[src/rtl/csr_file.sv]
// Architectural CSR file: exception state, scratch registers and a constant timer.
// Reads are combinational and return the pre-write value; writes and trap updates commit at posedge.
module csr_file #(
    parameter logic [31:0] TID_RESET = 32'h0,
    parameter int          TIMER_W   = 32
) (
    input  logic        clk,
    input  logic        rstn,
    input  logic [13:0] csr_addr,
    input  logic        csr_ren,
    input  logic        csr_wen,
    input  logic [31:0] csr_wdata,
    input  logic [31:0] csr_wmask,
    output logic [31:0] csr_rdata,
    input  logic [7:0]  hw_int,
    input  logic        excp_valid,
    input  logic [5:0]  excp_ecode,
    input  logic [31:0] excp_pc,
    input  logic        ertn_valid,
    output logic [31:0] eentry,
    output logic [31:0] era,
    output logic [1:0]  plv,
    output logic        int_pending
);
    localparam logic [13:0] A_CRMD   = 14'h0;
    localparam logic [13:0] A_PRMD   = 14'h1;
    localparam logic [13:0] A_ECFG   = 14'h4;
    localparam logic [13:0] A_ESTAT  = 14'h5;
    localparam logic [13:0] A_ERA    = 14'h6;
    localparam logic [13:0] A_EENTRY = 14'hC;
    localparam logic [13:0] A_SAVE0  = 14'h30;
    localparam logic [13:0] A_SAVE1  = 14'h31;
    localparam logic [13:0] A_SAVE2  = 14'h32;
    localparam logic [13:0] A_SAVE3  = 14'h33;
    localparam logic [13:0] A_TID    = 14'h40;
    localparam logic [13:0] A_TCFG   = 14'h41;
    localparam logic [13:0] A_TVAL   = 14'h42;
    localparam logic [13:0] A_TICLR  = 14'h44;

    function automatic logic [31:0] f_merge(input logic [31:0] old, input logic [31:0] data,
                                            input logic [31:0] mask);
        return (old & ~mask) | (data & mask);
    endfunction

    logic [1:0]         r_crmd_plv;
    logic               r_crmd_ie;
    logic               r_crmd_da;
    logic [1:0]         r_prmd_pplv;
    logic               r_prmd_pie;
    logic [12:0]        r_ecfg_lie;
    logic [1:0]         r_is_sw;
    logic [7:0]         r_is_hw;
    logic               r_is_ti;
    logic [5:0]         r_ecode;
    logic [31:0]        r_era;
    logic [25:0]        r_eentry;
    logic [31:0]        r_save0;
    logic [31:0]        r_save1;
    logic [31:0]        r_save2;
    logic [31:0]        r_save3;
    logic [31:0]        r_tid;
    logic [TIMER_W-1:0] r_tcfg;
    logic [TIMER_W-1:0] r_tval;

    logic [12:0] w_is;
    logic [31:0] w_cur;
    logic [31:0] w_wval;
    logic        w_we;
    logic        w_tcfg_wr;
    logic        w_expire;
    logic        w_ticlr;

    assign w_is = {1'b0, r_is_ti, 1'b0, r_is_hw, r_is_sw};

    always_comb begin
        w_cur = 32'h0;
        case (csr_addr)
            A_CRMD:   w_cur = {28'h0, r_crmd_da, r_crmd_ie, r_crmd_plv};
            A_PRMD:   w_cur = {29'h0, r_prmd_pie, r_prmd_pplv};
            A_ECFG:   w_cur = {19'h0, r_ecfg_lie};
            A_ESTAT:  w_cur = {10'h0, r_ecode, 3'h0, w_is};
            A_ERA:    w_cur = r_era;
            A_EENTRY: w_cur = {r_eentry, 6'h0};
            A_SAVE0:  w_cur = r_save0;
            A_SAVE1:  w_cur = r_save1;
            A_SAVE2:  w_cur = r_save2;
            A_SAVE3:  w_cur = r_save3;
            A_TID:    w_cur = r_tid;
            A_TCFG:   w_cur = 32'(r_tcfg);
            A_TVAL:   w_cur = 32'(r_tval);
            default:  w_cur = 32'h0;
        endcase
    end

    assign csr_rdata = (csr_ren | csr_wen) ? w_cur : 32'h0;

    // A CSR write that loses to a trap or ertn in the same cycle has no side effects at all.
    assign w_we      = csr_wen & ~excp_valid & ~ertn_valid;
    assign w_wval    = f_merge(w_cur, csr_wdata, csr_wmask);
    assign w_tcfg_wr = w_we && (csr_addr == A_TCFG);
    assign w_expire  = !w_tcfg_wr && r_tcfg[0] && (r_tval == '0);
    assign w_ticlr   = w_we && (csr_addr == A_TICLR) && csr_wdata[0] && csr_wmask[0];

    always_ff @(posedge clk or negedge rstn) begin
        if (!rstn) begin
            r_crmd_plv  <= 2'd0;
            r_crmd_ie   <= 1'b0;
            r_crmd_da   <= 1'b1;
            r_prmd_pplv <= 2'd0;
            r_prmd_pie  <= 1'b0;
            r_ecfg_lie  <= 13'h0;
            r_is_sw     <= 2'd0;
            r_is_hw     <= 8'h0;
            r_is_ti     <= 1'b0;
            r_ecode     <= 6'h0;
            r_era       <= 32'h0;
            r_eentry    <= 26'h0;
            r_save0     <= 32'h0;
            r_save1     <= 32'h0;
            r_save2     <= 32'h0;
            r_save3     <= 32'h0;
            r_tid       <= TID_RESET;
            r_tcfg      <= '0;
            r_tval      <= '0;
        end else begin
            r_is_hw <= hw_int;
            if (excp_valid) begin
                r_prmd_pplv <= r_crmd_plv;
                r_prmd_pie  <= r_crmd_ie;
                r_crmd_plv  <= 2'd0;
                r_crmd_ie   <= 1'b0;
                r_era       <= excp_pc;
                r_ecode     <= excp_ecode;
            end else if (ertn_valid) begin
                r_crmd_plv <= r_prmd_pplv;
                r_crmd_ie  <= r_prmd_pie;
            end else if (w_we) begin
                case (csr_addr)
                    A_CRMD:   {r_crmd_da, r_crmd_ie, r_crmd_plv} <= w_wval[3:0];
                    A_PRMD:   {r_prmd_pie, r_prmd_pplv} <= w_wval[2:0];
                    A_ECFG:   r_ecfg_lie <= w_wval[12:0];
                    A_ESTAT:  r_is_sw <= w_wval[1:0];
                    A_ERA:    r_era <= w_wval;
                    A_EENTRY: r_eentry <= w_wval[31:6];
                    A_SAVE0:  r_save0 <= w_wval;
                    A_SAVE1:  r_save1 <= w_wval;
                    A_SAVE2:  r_save2 <= w_wval;
                    A_SAVE3:  r_save3 <= w_wval;
                    A_TID:    r_tid <= w_wval;
                    default:  ;
                endcase
            end

            // TCFG writes own the timer for that cycle: load on En=1, freeze on En=0.
            if (w_tcfg_wr) begin
                r_tcfg <= w_wval[TIMER_W-1:0];
                if (w_wval[0]) r_tval <= {w_wval[TIMER_W-1:2], 2'b00};
            end else if (r_tcfg[0]) begin
                if (r_tval != '0) r_tval <= r_tval - TIMER_W'(1);
                else if (r_tcfg[1]) r_tval <= {r_tcfg[TIMER_W-1:2], 2'b00};
                else r_tcfg[0] <= 1'b0;
            end

            if (w_expire) r_is_ti <= 1'b1;
            else if (w_ticlr) r_is_ti <= 1'b0;
        end
    end

    assign eentry      = {r_eentry, 6'h0};
    assign era         = r_era;
    assign plv         = r_crmd_plv;
    assign int_pending = r_crmd_ie & |(w_is & r_ecfg_lie);
endmodule

[config.mk]
export PLATFORM = sky130hd
export DESIGN_NAME = csr_file
export DESIGN_NICKNAME = d
export VERILOG_FILES = /design/src/rtl/csr_file.sv
export SDC_FILE = /design/constraint.sdc
export NUM_CORES = 1
export LEC_CHECK = 0
export BUFFER_PORTS_ARGS = -buffer_cell sky130_fd_sc_hd__buf_2
export CORE_ASPECT_RATIO = 1.5
export CORE_MARGIN = 5
export CORE_UTILIZATION = 50
export DETAILED_ROUTE_END_ITERATION = 10
export PLACE_DENSITY = 0.71
export SLEW_MARGIN = 20
export SYNTH_ARGS = -nofsm -noshare
export SYNTH_HDL_FRONTEND = slang
export SYNTH_SLANG_ARGS = --single-unit
[constraint.sdc]
create_clock -name clk -period 3.3 [get_ports clk]
set_input_delay 0.66 -clock clk [delete_from_list [all_inputs] [get_ports clk]]
set_output_delay 0.66 -clock clk [all_outputs]
set_load 0.01 [all_outputs]
### Word-level counts from Yosys, hierarchy flattened

Index checks and enable logic that the tools add are counted.

* register bits after elaboration: 319

* add/subtract/negate cells: 1
* equality and inequality tests: 15
* multiplexer cells: 33
* bitwise gates (word level): 11
* reduce and logical (&&, ||, !) cells: 32

Operator list (number)
* $pmux W32 S13: 1
* $mux W32: 10
* $and A32 B32 Y32: 2
* $eq A14 B6 Y1 const B: 4
* $eq A14 B7 Y1 const B: 4
* $eq A14 B3 Y1 const B: 3
* $reduce_and A4 Y1: 9
* $logic_not A32 Y1: 1
* $not A32 Y32: 1
* $or A32 B32 Y32: 1
* $reduce_bool A32 Y1: 1
* $sub A32 B1 Y32 const B: 1
* $mux W2: 8
* $eq A14 B1 Y1 const B: 1
* $eq A14 B4 Y1 const B: 1
* $logic_not A14 Y1: 1
* $mux W1: 14
* $and A12 B13 Y13: 1
* $reduce_or A13 Y1: 1
* $reduce_bool A2 Y1: 5
* $reduce_and A3 Y1: 3
* $reduce_bool A3 Y1: 3
* $logic_and A1 B1 Y1: 6
* $ne A2 B2 Y1 const B: 2
* other kinds (5): 8

### Depth between registers and ports, before layout

Gate-level depths: netlist (run 1).

* word-level depth: 8
* mapped depth: 11

### Least setup slack after synthesis (run 1)

No wires, ideal clock.

* path kind: in2out
* start point: input port csr_addr[0]
* end point: output port csr_rdata[17]
* data arrival time: 2.524 ns
* data required time: 2.640 ns
* setup slack: 0.116 ns
* stages on the path: 9
* cells stage by stage: buf_2 buf_4 nor4b_2 buf_2 a22oi_1 o32a_1 a31oi_1 a21oi_1 nor2_1

* cells in the longest elaborated chain, start to end: 3
* elaborated cells on any way between the ends: 15
* those cells by class: 12 x eq/ne; 2 x mux; 1 x reduce/logical

Ends and longest elaborated chain
* start: declaration: line 9 `input logic [13:0] csr_addr,`
* $eq A14 B7 Y1 (tied with other cells): line 77 `case (csr_addr)`
* $pmux W32 S13 *: line 77
* $mux W32 *: line 95 `assign csr_rdata = (csr_ren | csr_wen) ? w_cur : 32'h0;`
* end: declaration: line 14 `output logic [31:0] csr_rdata,`

Mark *: on every way between the ends. The rest lies on a longest branch, timed or not.

### Final worst setup path (run 1)

* start point: input port csr_addr[13]
* end point: output port csr_rdata[23]

The elaborated chain is that of the path after synthesis.

==> out/metrics.cfg, run 1 <==
[run_status]
status=complete, but fails checks
violations=setup timing

[logic_synthesis]
synth_ff_type=dfrtp_1
synth-seq-area-share_pct=46.98
synth_area_leaders=dfrtp_1 47%, o21ai_0 7.9%, nand2_1 7.0%, mux2i_1 2.4%, a22oi_1 2.2%
yosysUniqueCellTypes=89
synth.largest_area_cell=dfrtp_1
avgSynthCellArea_um2=9.170
ys_ff_latch=319
mappedNetlistArea_mm2=0.01699
synth_edf_count=0
synth-warning-count=0
syn_inst=1853
post-synth-top-area-fraction_pct=46.83
synthArstFlopShare_pct=100.0

[global_route]
grt_max_degree=82
grt_pass1_vias=17310
grt_pass1_wl_um=105200
grt_antenna_before_repair=2
grt_overflow_total=0
grtUsageTotal_pct=35.99

[floorplan]
ios=229
initial_core_util_pct=50.65
dieWidth_um=160.5
die_h_um=235.8
coreArea_mm2=0.03355
die-area_mm2=0.03785
num_rows=82

[timing]
skew_ns=0.01635
worst_pin_slew_ns=0.8784
hold_violations=0
fin_crit_sh_pct=102.0
setup_viol=6
fin_tns_setup_ns=-0.2146
fmax_mhz=297.1
rsz0062_at_grt=true
min_period_ns=3.365
setup_slack_ns=-0.06547
slew_headroom_pct=41.44
drv_slew=0

[clock_tree]
numClockSinks=319
cts_max_path_buffers=3
numCtsBuffers=31
htreeDepth=1
cts_tree=yes
cts-root-buf=clkbuf_16
clk_pin_slew_ns=0.06
clock_latency_ns=0.59

[power]
pwr_density_cell_mw_per_mm2=382.2
power_w=0.008441
ir_worst_vdd_v=0.0004710
p_leak_nw=10.05

[drt]
vias=17220
antenna_left=0
via_per_inst=6.422
drt_iter0_markers=1792
drt_first_pass_iters=6
drc_errors=0
wl_per_cell_um=26.49
wirelength_um=71010

[critical_path]
required_ns=2.64
cp-end-kind=output pin
cp-start-kind=input pin
crit_path_cell_trace=buf_4, or4_4, buf_12, nor4_4, buf_6, a222oi_1, a31oi_1, buf_2
rr_worst_depth=8
cp_slowest_stage_delay_ns=0.55
crit_type=input pin to output pin
critPathArrivalTime_ns=2.71
cp_max_fo=8
cp_slowest_cell=or4_4

[final_layout]
mostFrequentLayoutCells=318 x dfrtp_1, 314 x nand2_1, 256 x o21ai_0
nNetsFinal=2369
final_common_cell=dfrtp_1
n_antenna_cell=0
area_delta_synth_final_pct=29.96
drive_above_1_share_pct=29.81
stdcell_count=2681

[place]
pre_cts_slack_ns=-0.2882
dpl.hpwl_um=52800
numPortBuffers=222
place.gp.congestion=1.030
place_inst=2594

[min_path]
min_path_type=input pin to async pin

[job]
cap_viol_max_count=0

[state kept, by name (all words and copies together), names as in the netlist, 2 cells and up]
register,count
plv,2
r_save3,32
r_save0,32
r_eentry,26
r_is_sw,2
r_tval,32
r_save1,32
r_ecfg_lie,13
r_prmd_pplv,2
r_save2,32
r_tid,32
r_tcfg,32
era,32
r_ecode,6
r_is_hw,8
[area by class of cell]
class	count	area, um2
clock buffers	42	887.1
clock inverters	15	118.9
fillers	2763	11470
inverters	19	71.32
multi-input cells	1373	8780
flip-flops and latches	319	7984
well taps	420	525.5
repair buffers	493	3717
[worst paths after layout]
path,from,to,slack (ns)
max,csr_addr[13],csr_rdata[23],-0.07
min reg2reg,r_save1[7]$_DFFE_PN0P_,r_save1[7]$_DFFE_PN0P_,0.48
min in group clk,hw_int[0],r_is_hw[0]$_DFF_PN0_,0.17
min,rstn,r_save1[4]$_DFFE_PN0P_,0.04
max reg2reg,r_tval[0]$_DFFE_PN0P_,r_tval[28]$_DFFE_PN0P_,0.54
max in group asynchronous,rstn,r_eentry[20]$_DFFE_PN0P_,2.39
[logic make-up (layout without fill, tap and decap cells)]
logic type / Yosys count / in the layout / synth area share [%]
simple gates: 685 / 685 / 20.66
mux: 60 / 60 / 4.079
flops: 319 / 319 / 46.98
xor+xnor: 18 / 18 / 0.9278
other cells: 1 / 6 / 0.02207
fa+ha+maj: 2 / 2 / 0.1472
buf+inv: 166 / 569 / 4.388
compound gates: 602 / 602 / 22.79
[cells in the mapped netlist, drive strengths merged (31+ instances only)]
cell,count
nor4,31
nand3,39
clkbuf,96
dfrtp,318
buf,51
nor2,59
nor3,61
mux2i,40
a21oi,48
nand2,316
o21ai,272
a31oi,40
a22oi,49
[critical path: cells and delay by family]
| family | cells | cell delay, ns |
|---|---|---|
| compound gates | 2 | 0.39 |
| buf+inv | 4 | 0.74 |
| simple gates | 2 | 0.92 |
[power breakdown]
part	leakage (nW)	internal, W	switching [W]	total, W
combinational	5.24	0.000331	0.000518	0.000849
clock	0.484	0.00196	0.00161	0.00357
sequential	4.33	0.00397	0.0000581	0.00402
[timing repair]
item | CTS | global route
setup endpoints to repair | 32 | 31
buffers inserted | 10 | 18
hold buffers | 0 | 0
gates cloned | 0 | 3
gates resized for setup | 36 | 86
pin swaps | 12 | 27
[through the flow]
stage	cell area, um2	hold slack, ns	util [%]
finish	22080	0.04258	65.82
global placement	20230	0.4557	60.29
global route	22080	0.06713	65.82
detailed placement	20240	0.4625	60.32
floorplan	17010	0.3644	-
CTS	21460	0.04270	63.98
[layer usage]
metal / track usage [%] / part of all wire [%]
met1: 42.40 / 36
met2: 60.37 / 48
met3: 5.414 / 8.1
met4: 24.65 / 8.2
met5: 0 / 0.018
Power figures use the tool's default switching activity.
==> run 2: changes to the inputs <==
==> constraint.sdc (replaced) <==
create_clock -name clk -period 3.3 [get_ports clk]
set_input_delay 0.99 -clock clk [delete_from_list [all_inputs] [get_ports clk]]
set_output_delay 0.99 -clock clk [all_outputs]
set_load 0.01 [all_outputs]
==> run 2 against run 1 <==
  * The run still ends with setup timing left
  * Fmax down 18%
  * Count of clock-buffer cells in the layout is 1 lower
  * Via count grew 5.4%
  * Clock skew up 0.0041 ns
  * Wire length rose by 5.5%
  * Core utilization is 4.8 points higher
  * Critical endpoint is now csr_rdata[8]
  * Largest power group unchanged
  * Highest routed layer is now met4
==> out/metrics.cfg, run 2 (synthesis gave the netlist of run 1 again) <==
[final_layout]
area_delta_synth_final_pct=39.52  ; was 29.96%
ff_latch_area_mm2=0.007984  ; unchanged
nNetsFinal=2504  ; was 2,369
mostFrequentLayoutCells=331 x buf_4, 318 x dfrtp_1, 308 x nand2_1  ; was 318 x dfrtp_1, 314 x nand2_1, 256 x o21ai_0
fillers=2544  ; was 2,763
n_antenna_cell=0  ; unchanged
multiInputGateArea_mm2=0.009069  ; was 0.008780 mm2
final_common_cell=buf_4  ; was dfrtp_1
stdcell_count=2814  ; was 2,681
drive_above_1_share_pct=35.67  ; was 29.81%

[job]
cap_viol_max_count=0  ; unchanged

[critical_path]
crit_family=simple AND/OR/NAND/NOR gates  ; unchanged
cp-end-kind=output pin  ; unchanged
rr_worst_depth=18  ; was 8
cp_slowest_cell=or4_4  ; unchanged
r2r-start=era[19]$_DFFE_PN0P_  ; was r_tval[0]$_DFFE_PN0P_
r2r_end=r_tval[19]$_DFFE_PN0P_  ; was r_tval[28]$_DFFE_PN0P_
crit_top_cell=or4_4
cp_slowest_stage_delay_ns=0.59  ; was 0.55 ns
cp_max_fo=3  ; was 8
cp-start-kind=input pin  ; unchanged
r2r_slack_ns=0.19  ; was 0.54 ns
required_ns=2.31  ; was 2.64 ns
worstSetupStartpoint=csr_addr[7]  ; was csr_addr[13]
crit_type=input pin to output pin  ; unchanged
critPathArrivalTime_ns=3.11  ; was 2.71 ns
crit_path_cell_trace=buf_8, or4_4, or4_4, o211ai_1, buf_4, nor3_2, nor2_1, buf_2  ; was buf_4, or4_4, buf_12, nor4_4, buf_6, a222oi_1, a31oi_1, buf_2
critPathBufInv=3  ; was 4

[power]
pwr_density_cell_mw_per_mm2=372.9  ; was 382.2 mW/mm2
ir_worst_vdd_v=0.0004126  ; was 0.0004710 V
p_leak_nw=11.00  ; was 10.05 nW

[drt]
wirelength_um=74910  ; was 71,010 um
drt_first_pass_iters=6  ; unchanged
drc_errors=0  ; unchanged
drt_iter0_markers=1764  ; was 1,792
wl_per_cell_um=26.62  ; was 26.49 um
via_per_inst=6.447  ; was 6.422
antenna_left=0  ; unchanged
vias=18140  ; was 17,220

[global_route]
use_met2_pct=63.03  ; was 60.37%
grt_pass1_wl_um=110600  ; was 105,200 um
grt.met1_usage_pct=43.93  ; was 42.40%
grt_overflow_total=0  ; unchanged
grtUsageTotal_pct=38.13  ; was 35.99%
grt_antenna_before_repair=0  ; was 2
grt_pass1_vias=17870  ; was 17,310
grt_max_degree=82  ; unchanged
use_met3_pct=5.379  ; was 5.414%
top_usage_layer=met2  ; unchanged

[floorplan]
die-area_mm2=0.03785  ; unchanged
die_h_um=235.8  ; unchanged
coreArea_mm2=0.03355  ; unchanged
ios=229  ; unchanged
initial_core_util_pct=50.65  ; unchanged
dieWidth_um=160.5  ; unchanged
num_rows=82  ; unchanged

[place]
numPortBuffers=222  ; unchanged
place.gp.congestion=1.006  ; was 1.030
dpl.hpwl_um=55500  ; was 52,800 um
place_inst=2702  ; was 2,594
pre_cts_slack_ns=-0.8759  ; was -0.2882 ns

[timing]
hold_violations=0  ; unchanged
whs_ns=0.3790  ; was 0.04258 ns
setup_slack_ns=-0.7970  ; was -0.06547 ns
fin_crit_sh_pct=124.2  ; was 102.0%
worst_pin_slew_ns=0.8951  ; was 0.8784 ns
rsz0062_at_grt=true  ; unchanged
fin_tns_setup_ns=-24.96  ; was -0.2146 ns
setup_viol=41  ; was 6
min_period_ns=4.097  ; was 3.365 ns
skew_ns=0.02043  ; was 0.01635 ns
fmax_mhz=244.1  ; was 297.1 MHz
slew_headroom_pct=40.33  ; was 41.44%
drv_slew=0  ; unchanged

[clock_tree]
clock_latency_ns=0.59  ; about the same
numClockSinks=319  ; unchanged
htreeDepth=1  ; unchanged
cts-root-buf=clkbuf_16  ; unchanged
cts_max_path_buffers=3  ; unchanged
cts_tree=yes  ; unchanged
numCtsBuffers=30  ; was 31
clk_pin_slew_ns=0.06  ; about the same

[min_path]
min_path_type=input pin to async pin  ; unchanged

[run_status]
status=complete, but fails checks  ; unchanged
violations=setup timing  ; unchanged

run 2: cell count changes in the layout (fill, tap and decap cells not counted), moves of 6 or more:
cell	change
a22oi_1	-12
a22oi_2	+12
buf_12	+13
buf_4	+112
buf_6	+13
nand2_1	-6
nor2_1	-9
nor2_2	+6
run 2: worst max path at each step:
stage	end	slack [ns]	cells after the start
after floorplan	csr_rdata[8]	-0.42	7
final	csr_rdata[8]	-0.80	8
after detailed placement	csr_rdata[18]	-0.88	9
after global routing	csr_rdata[26]	-0.74	9
after global placement	csr_rdata[18]	-0.91	9
after CTS	csr_rdata[8]	-0.71	8
run 2: routing by layer:
metal / part of all wire (%) / wire [um]
met4: 10 / 7625
met2: 47 / 35410
met1: 34 / 25750
met5: 0 / 0
met3: 8.2 / 6117
run 2: cell type report:
cell class	count	share of cell area [%]
clock buffer	41	3.768
timing repair buffer	629	20.93
inverter	19	0.3008
tap	420	2.217
clock inverter	13	0.8550
sequential	319	33.68
multi-input combinational	1373	38.25
run 2: through the flow:
step | utilization [%] | power (W) | cell area (um2)
2_1_floorplan | - | 0.004414 | 17340
3_3_place_gp | 63.87 | 0.004953 | 21430
3_5_place_dp | 63.87 | 0.004963 | 21430
4_1_cts | 69.96 | 0.008839 | 23470
5_1_grt | 70.66 | 0.009053 | 23710
6_report | 70.66 | 0.008841 | 23710
run 2: timing repair:
item | CTS | global route
pin swaps | 72 | 38
setup endpoints to repair | 33 | 58
resized for setup | 118 | 43
buffers inserted | 48 | 15
cloned | 3 | 0
hold endpoints to repair | 0 | 0
hold buffers | 0 | 0
run 2: where the power goes:
group	internal (W)	switching, W	total (W)
Clock	0.00228	0.00160	0.00388
Sequential	0.00397	0.0000644	0.00403
Combinational	0.000388	0.000549	0.000937
==> run 3: changes to the inputs <==
--- a/config.mk
+++ b/config.mk
@@ -6,11 +6,13 @@
 export NUM_CORES = 1
 export LEC_CHECK = 0
 export BUFFER_PORTS_ARGS = -buffer_cell sky130_fd_sc_hd__buf_2
+export CELL_PAD_IN_SITES_DETAIL_PLACEMENT = 1
+export CELL_PAD_IN_SITES_GLOBAL_PLACEMENT = 1
 export CORE_ASPECT_RATIO = 1.5
 export CORE_MARGIN = 5
-export CORE_UTILIZATION = 50
+export CORE_UTILIZATION = 45
 export DETAILED_ROUTE_END_ITERATION = 10
-export PLACE_DENSITY = 0.71
+export PLACE_DENSITY_LB_ADDON = 0.1
 export SLEW_MARGIN = 20
 export SYNTH_ARGS = -nofsm -noshare
 export SYNTH_HDL_FRONTEND = slang
==> run 3 against run 2 <==
  * The flow still finishes with violations (setup timing)
  * Critical path depth is 4 higher
  * Power increased by 4.9%
  * Highest routed layer unchanged
  * Final cell count rose by 3.5%
  * Largest power group is now the clock network
  * Sequential share of layout area fell by 0.86 points
==> out/metrics.cfg, run 3 (synthesis gave the netlist of run 1 again) <==
[clock_tree]
cts-root-buf=clkbuf_16  ; unchanged
cts_max_path_buffers=3  ; unchanged
numCtsBuffers=35  ; was 30
numClockSinks=319  ; unchanged
htreeDepth=2  ; was 1
cts_tree=yes  ; unchanged
holdBufCountCts=0  ; unchanged
clock_latency_ns=0.55  ; was 0.59 ns
clk_pin_slew_ns=0.06  ; about the same

[run_status]
violations=setup timing  ; unchanged
status=complete, but fails checks  ; unchanged

[final_layout]
final_common_cell=buf_4  ; unchanged
area_delta_synth_final_pct=43.19  ; was 39.52%
post-route-util_pct=64.98  ; was 70.66%
fillers=4169  ; was 2,544
stdcell_count=2913  ; was 2,814
mostFrequentLayoutCells=324 x buf_4, 318 x dfrtp_1, 310 x nand2_1  ; was 331 x buf_4, 318 x dfrtp_1, 308 x nand2_1
drive_above_1_share_pct=36.57  ; was 35.67%
nNetsFinal=2530  ; was 2,504

[critical_path]
cp-start-kind=input pin  ; unchanged
critPathArrivalTime_ns=3.07  ; was 3.11 ns
worstSetupStartpoint=csr_addr[5]  ; was csr_addr[7]
crit_path_cell_trace=buf_8, or4_4, buf_12, nor4_4, buf_4, buf_12, buf_12, a22oi_2, nand2_2, nor2_4, nor2_4, buf_6  ; was buf_8, or4_4, or4_4, o211ai_1, buf_4, nor3_2, nor2_1, buf_2
endpoint=csr_rdata[19]  ; was csr_rdata[8]
r2r_end=r_tval[19]$_DFFE_PN0P_  ; unchanged
r2r-start=r_ecode[3]$_DFFE_PN0P_  ; was era[19]$_DFFE_PN0P_
crit_family=simple AND/OR/NAND/NOR gates  ; unchanged
cp.depth=12  ; was 8
required_ns=2.31  ; about the same
cp_max_fo=8  ; was 3
crit_top_cell=buf_12  ; was or4_4
rr_worst_depth=19  ; was 18
r2r_slack_ns=0.35  ; was 0.19 ns
cp_slowest_stage_delay_ns=0.57  ; was 0.59 ns
cp_slowest_cell=or4_4  ; unchanged
crit_type=input pin to output pin  ; unchanged
cp-end-kind=output pin  ; unchanged
critPathBufInv=6  ; was 3

[timing]
hold_violations=0  ; unchanged
setup_slack_ns=-0.7594  ; was -0.7970 ns
fin_crit_sh_pct=123.0  ; was 124.2%
skew_ns=0.02843  ; was 0.02043 ns
worst_pin_slew_ns=0.8908  ; was 0.8951 ns
slew_headroom_pct=40.61  ; was 40.33%
fin_tns_setup_ns=-24.98  ; was -24.96 ns
setup_viol=51  ; was 41
min_period_ns=4.059  ; was 4.097 ns
rsz0062_at_grt=true  ; unchanged
whs_ns=0.4232  ; was 0.3790 ns
drv_slew=0  ; unchanged
fmax_mhz=246.3  ; was 244.1 MHz

[global_route]
grt_antenna_before_repair=1  ; was 0
grt_pass1_vias=20650  ; was 17,870
grt_pass1_wl_um=132900  ; was 110,600 um
grt_max_degree=78  ; was 82
grt_overflow_total=0  ; unchanged
grtUsageTotal_pct=42.25  ; was 38.13%

[floorplan]
die_h_um=248.0  ; was 235.8 um
die-area_mm2=0.04183  ; was 0.03785 mm2
coreArea_mm2=0.03745  ; was 0.03355 mm2
dieWidth_um=168.7  ; was 160.5 um
ios=229  ; unchanged
initial_core_util_pct=45.38  ; was 50.65%
num_rows=87  ; was 82

[drt]
antenna_left=0  ; unchanged
drc_errors=0  ; unchanged
drt_iter0_markers=2078  ; was 1,764
drt_first_pass_iters=8  ; was 6
wl_per_cell_um=31.99  ; was 26.62 um
via_per_inst=6.660  ; was 6.447
vias=19400  ; was 18,140
wirelength_um=93200  ; was 74,910 um

[power]
power_w=0.009275  ; was 0.008841 W
ir_worst_vdd_v=0.0004134  ; was 0.0004126 V
pwr_density_cell_mw_per_mm2=381.2  ; was 372.9 mW/mm2
p_leak_nw=11.20  ; was 11.00 nW

[place]
place.gp.congestion=0.9754  ; was 1.006
numPortBuffers=222  ; unchanged
dpl.hpwl_um=62600  ; was 55,500 um
place_inst=2770  ; was 2,702

[job]
cap_viol_max_count=0  ; unchanged

[min_path]
min_path_type=input pin to async pin  ; unchanged

-- run 3: stage by stage --
stage	cell area [um2]	worst slack (ns)
2_1_floorplan	17340	-0.4245
3_3_place_gp	21550	-0.7458
3_5_place_dp	21550	-0.7973
4_1_cts	24050	-0.6308
5_1_grt	24330	-0.7565
6_report	24330	-0.7594
-- run 3: what timing repair did --
item                                    4_1_cts  5_1_grt
pin swaps                                    66       39
cloned                                        3        2
setup buffers                                80       18
resized for setup                           180       41
endpoints found under the setup margin       50       79
-- run 3: worst min path at each step --
| stage | from | slack (ns) | endpoint |
|---|---|---|---|
| 3_5_place_dp | r_save0[13]$_DFFE_PN0P_ | 0.47 | r_save0[13]$_DFFE_PN0P_ |
| 5_1_grt | rstn | 0.48 | r_save2[29]$_DFFE_PN0P_ |
| 3_3_place_gp | r_tid[21]$_DFFE_PN0P_ | 0.45 | r_tid[21]$_DFFE_PN0P_ |
| 4_1_cts | rstn | 0.44 | r_save3[26]$_DFFE_PN0P_ |
| 6_report | rstn | 0.42 | r_save1[29]$_DFFE_PN0P_ |
| 2_1_floorplan | r_tid[21]$_DFFE_PN0P_ | 0.44 | r_tid[21]$_DFFE_PN0P_ |
-- run 3: layout make-up --
class | count | area [um2] | share of cell area [%]
Antenna cell | 1 | 2.502 | 0.01028
Clock buffer | 44 | 979.7 | 4.027
Clock inverter | 18 | 205.2 | 0.8434
Inverter | 19 | 71.32 | 0.2931
Multi-Input combinational cell | 1373 | 9141 | 37.57
Sequential cell | 319 | 7984 | 32.81
Tap cell | 489 | 611.8 | 2.515
Timing Repair Buffer | 650 | 5335 | 21.93
-- run 3: per-layer routing --
layer  share of wire, %  track usage, %  vias up
li1                   -               -     7917
met2                 47           70.10     1359
met4                 11           36.88        0
met5                  0               0        -
met3                8.3           8.779      501
met1                 34           45.56     9623
-- run 3: power by group --
part,internal (W),switching (W)
clock,0.00237,0.00182
sequential,0.00397,0.0000696
combinational,0.000420,0.000633
